===== config.mk =====
export PLATFORM = sky130hd
export DESIGN_NAME = ser_collect
export DESIGN_NICKNAME = d
export VERILOG_FILES = /design/src/rtl/ser_collect.sv
export SDC_FILE = /design/constraint.sdc
export NUM_CORES = 1
export LEC_CHECK = 0
export CAP_MARGIN = 20
export CORE_MARGIN = 3
export CORE_UTILIZATION = 25
export DETAILED_ROUTE_END_ITERATION = 16
export DONT_BUFFER_PORTS = 1
export PLACE_DENSITY = 0.5
export REMOVE_ABC_BUFFERS = 1
export SLEW_MARGIN = 15
export SYNTH_ARGS = -nofsm -noshare
export SYNTH_HDL_FRONTEND = slang
export SYNTH_SLANG_ARGS = --single-unit

===== constraint.sdc =====
create_clock -name clk -period 2.13 [get_ports clk]
set_input_delay 0.213 -clock clk [delete_from_list [all_inputs] [get_ports clk]]
set_output_delay 0.213 -clock clk [all_outputs]
set_load 0.03 [all_outputs]

===== src/rtl/ser_collect.sv =====
// Serial-to-parallel word collector: LSB-first bits after a start pulse, single-slot output holding register.
// Optional sticky overrun flag enabled by defining SER_COLLECT_OVERRUN_EN.
module ser_collect #(
    parameter int WIDTH = 16
) (
    input  logic             clk,
    input  logic             reset,
    input  logic             start,
    input  logic             sin,
    input  logic             out_ready,
    output logic [WIDTH-1:0] dout,
    output logic             out_valid,
    output logic             busy
`ifdef SER_COLLECT_OVERRUN_EN
    ,
    output logic             overrun
`endif
);

    localparam int CW = (WIDTH > 1) ? $clog2(WIDTH) : 1;

    localparam logic [0:0]    IDLE     = 1'b0;
    localparam logic [0:0]    SHIFT    = 1'b1;
    localparam logic [CW-1:0] LAST_BIT = CW'(WIDTH - 1);

    logic [0:0]       state_r;
    logic [0:0]       state_s;
    logic [CW-1:0]    cnt_r;
    logic [CW-1:0]    cnt_s;
    // Only WIDTH-1 bits are kept: the final bit goes straight from sin into dout.
    logic [WIDTH-2:0] shreg_r;
    logic [WIDTH-2:0] shreg_s;
    logic [WIDTH-1:0] word_s;
    logic [WIDTH-1:0] dout_r;
    logic [WIDTH-1:0] dout_s;
    logic             valid_r;
    logic             valid_s;
    logic             busy_r;
    logic             done_s;

    // Next-state, bit counter and shift register.
    always_comb begin
        state_s = state_r;
        cnt_s   = cnt_r;
        shreg_s = shreg_r;
        word_s  = {sin, shreg_r};
        done_s  = (state_r == SHIFT) && (cnt_r == LAST_BIT);
        case (state_r)
            IDLE: begin
                if (start) begin
                    state_s = SHIFT;
                    cnt_s   = {CW{1'b0}};
                end else begin
                    state_s = IDLE;
                end
            end
            SHIFT: begin
                shreg_s = word_s[WIDTH-1:1];
                if (done_s) begin
                    state_s = IDLE;
                    cnt_s   = {CW{1'b0}};
                end else begin
                    cnt_s   = cnt_r + CW'(1'b1);
                end
            end
            default: begin
                state_s = IDLE;
                cnt_s   = {CW{1'b0}};
            end
        endcase
    end

    // Output slot: a completing word always wins over a same-edge accept.
    always_comb begin
        dout_s  = dout_r;
        valid_s = valid_r;
        if (done_s) begin
            dout_s  = word_s;
            valid_s = 1'b1;
        end else if (valid_r && out_ready) begin
            valid_s = 1'b0;
        end else begin
            valid_s = valid_r;
        end
    end

    // State registers with asynchronous clear.
    always_ff @(posedge clk or posedge reset) begin
        if (reset) begin
            state_r <= IDLE;
            cnt_r   <= {CW{1'b0}};
            shreg_r <= {(WIDTH-1){1'b0}};
            dout_r  <= {WIDTH{1'b0}};
            valid_r <= 1'b0;
            busy_r  <= 1'b0;
        end else begin
            state_r <= state_s;
            cnt_r   <= cnt_s;
            shreg_r <= shreg_s;
            dout_r  <= dout_s;
            valid_r <= valid_s;
            busy_r  <= (state_s == SHIFT);
        end
    end

    assign dout      = dout_r;
    assign out_valid = valid_r;
    assign busy      = busy_r;

`ifdef SER_COLLECT_OVERRUN_EN
    logic overrun_r;
    logic overrun_s;

    // Sticky flag: a new word replaced one the consumer never took.
    always_comb begin
        if (done_s && valid_r && !out_ready) begin
            overrun_s = 1'b1;
        end else begin
            overrun_s = overrun_r;
        end
    end

    // Overrun register, cleared only by reset.
    always_ff @(posedge clk or posedge reset) begin
        if (reset) begin
            overrun_r <= 1'b0;
        end else begin
            overrun_r <= overrun_s;
        end
    end

    assign overrun = overrun_r;
`endif

endmodule


==> results by group <==
Pwr
  • Worst VDD drop: between 0.3 and 0.4 mV
  • Lkg Pwr: approximately 0.00074 uW
  • Final Power: roughly 2600 uW
  • PD cells: 1598 nW/um2

CTS
  • Num Clock Sinks: 37
  • Total CTS buffers: 5
  • Clk_lat worst skew: 0.28 ns
  • Clock Tree Buf Depth: 2
  • Root Driver: clkbuf_8
  • Clk pin slew, worst setup/hold paths: 0.07 ns
  • H-tree depth: 2
  • Post-CTS setup buffer count: 0
  • CTS tree: yes

Critical path
  • WP data required: approximately 2.3 ns
  • CP cell instances: ha_1, nand4_4, mux2_4
  • Slowest stage cell, crit path: mux2_4
  • Largest stage delay, worst path: roughly 0.42 ns
  • CP top delay family: multiplexers
  • Crit path capture type: flop
  • Crit path kind: flop to flop
  • CP Data Arrival Time: ~1.8 ns
  • Crit Path Max Fanout: 18
  • Bufs and invs on worst path: 0
  • Crit start category: flop

Synthesis
  • Ys flop type: dfrtp_1
  • Mean Syn Cell Area: roughly 15 um2
  • Async S/R FF share, synth: 1.000
  • Post-synth top area share: 0.6245
  • Ys Warns: 0
  • Synth Cell Area: approximately 1500 um2
  • Top cells by area, synth: dfrtp_1, mux2_2, mux2_4
  • Post-synthesis register bit count: 37
  • Post-Syn Instances: 96
  • Post-synth EDFFs: 0
  • Library cells used by synthesis: 19
  • Area leader, netlist: dfrtp_1
  • Sequential fraction of the synthesis area: 0.6245

Timing
  • Relative slew slack: 0.6956
  • Setup_tns: 0 ns
  • Final Skew: slightly below 0.006 ns
  • RSZ-0062 raised after global routing: false
  • Max-slew violations: 0
  • Post-layout min period: 1.614 ns
  • Fmax: around 620 MHz
  • Final setup fails: 0
  • Final hold vios: 0
  • Fin crit share: 0.7575
  • Worst Max-Slew Pin Slew: 0.4566 ns

Finish
  • Layout Nets: approximately 110
  • Reg area: just over 900 um2
  • Most frequent cells in the layout: dfrtp_1, mux2_2, mux2_4
  • Fill cell count: a little under 600
  • Ratio of cells with drive above 1 in the final layout: 0.4020
  • Final Instance Area: ~1700 um2
  • Antenna diodes: 0
  • Multi-input gate area: 523.0 um2
  • Fin util: 0.2947
  • Layout overhead on the synthesized area: 11.48%
  • Most common cell after layout, fill and taps aside: dfrtp_1

Drt
  • DR iter-0 viols: 26
  • Average routed wire per standard cell: around 13 um
  • Vias: 746
  • Drt pass-1 iters: 4
  • Vias per cell: roughly 4.3
  • DRC viols: 0
  • Final ANT Viol Nets: 0
  • Post-Route WL: 2307 um

Die
  • I/O pin count: 23
  • Die Wd: 83.01 um
  • Die Height: roughly 83 um
  • Row cnt: 27
  • Initial Utilization: 0.2644
  • Die Area: around 6900 um2
  • Core ar.: around 5600 um2

GRT
  • Gr usage total: 0.07352
  • Global-route wire length before repair: approximately 3800 um
  • Number of global-route vias before repair: roughly 800
  • Largest net degree at the start of global routing: 38
  • Gr ovfl total: 0
  • Initial antenna violation count: 0

Min path
  • Hold WC Path Type: input port to flop

Placed design
  • DP Area: between 1500 and 2000 um2
  • Port Buffers: 0
  • Gp weighted congestion: 0.7578

Status
  • Outcome: complete, no violations

Run
  • Max-Cap Viols: 0
[worst register-to-register path: stages, from the launching register on]
cell and delay (ns):
dfrtp_1 0.40, ha_1 0.30, nand4_4 0.37, mux2_4 0.42
[power by group]
group / internal (uW) / total (uW) / switching, uW
sequential: 1030 / 1600 / 565
combinational: 402 / 611 / 210
clock: 215 / 434 / 219
[per-layer routing]
layer  global-route usage  up-vias  share of wire
li1                     -      348              -
met1              0.07424      378           0.42
met2               0.1152       18           0.49
met3              0.05060        2          0.089
met4              0.03566        0         0.0065
met5                    0        -              0
[worst paths after layout]
kind / depth (start not counted) / slack [ns] / endpoint / startpoint
max: 3 / 0.52 / dout[4] / cnt_r[0]
min: 1 / 0.03 / out_valid / out_ready
max reg2reg: 3 / 0.52 / dout[4] / cnt_r[0]
min reg2reg: 1 / 0.50 / dout[0] / shreg_r[0]
max in group asynchronous: 3 / 1.32 / cnt_r[1] / reset
min in group asynchronous: 3 / 0.48 / dout[8] / reset
[state kept, by name, summed over array words and instances (netlist names)]
signal,flops
dout,16
shreg_r,15
cnt_r,4
busy,1
out_valid,1
[per-stage QoR]
step                      cells  hold slack, ns  worst slack, ns
after floorplan              92          0.3202           0.1831
after global placement      167          0.2370           0.5481
after detailed placement    167          0.2497           0.5097
after CTS                   174         0.02216           0.4885
after global routing        174         0.03826           0.3997
final                       174         0.03079           0.5165
[final cells by class]
type	instances	share of cell area
Sequential cell	37	0.5602
Multi-Input combinational cell	53	0.3164
Tap cell	72	0.05450
Clock buffer	5	0.04164
Timing Repair Buffer	4	0.01968
Inverter	2	0.004542
Clock inverter	1	0.003028
[cell families after synthesis]
family                   Yosys count  share of synthesized area
AO/OA/AOI/OAI                      7                    0.02786
XOR/XNOR                           1                   0.005908
adder cells (fa/ha/maj)            1                   0.008437
buffers and inverters              6                    0.02278
flip-flops                        37                     0.6245
multiplexers                      31                     0.2557
AND/OR/NAND/NOR                   13                    0.05485
[cell usage after synthesis (2+ instances only)]
| cell type | count |
|---|---|
| o21ai_0 | 4 |
| mux2_2 | 23 |
| nand2_1 | 5 |
| nand2b_1 | 3 |
| inv_1 | 2 |
| buf_2 | 3 |
| mux2_4 | 8 |
| dfrtp_1 | 37 |
[what timing repair did]
action                                 CTS  global route
hold buffers                             1             0
gates resized for setup                  0             0
endpoints found under the hold margin   37             0
Power figures use the tool's default switching activity.
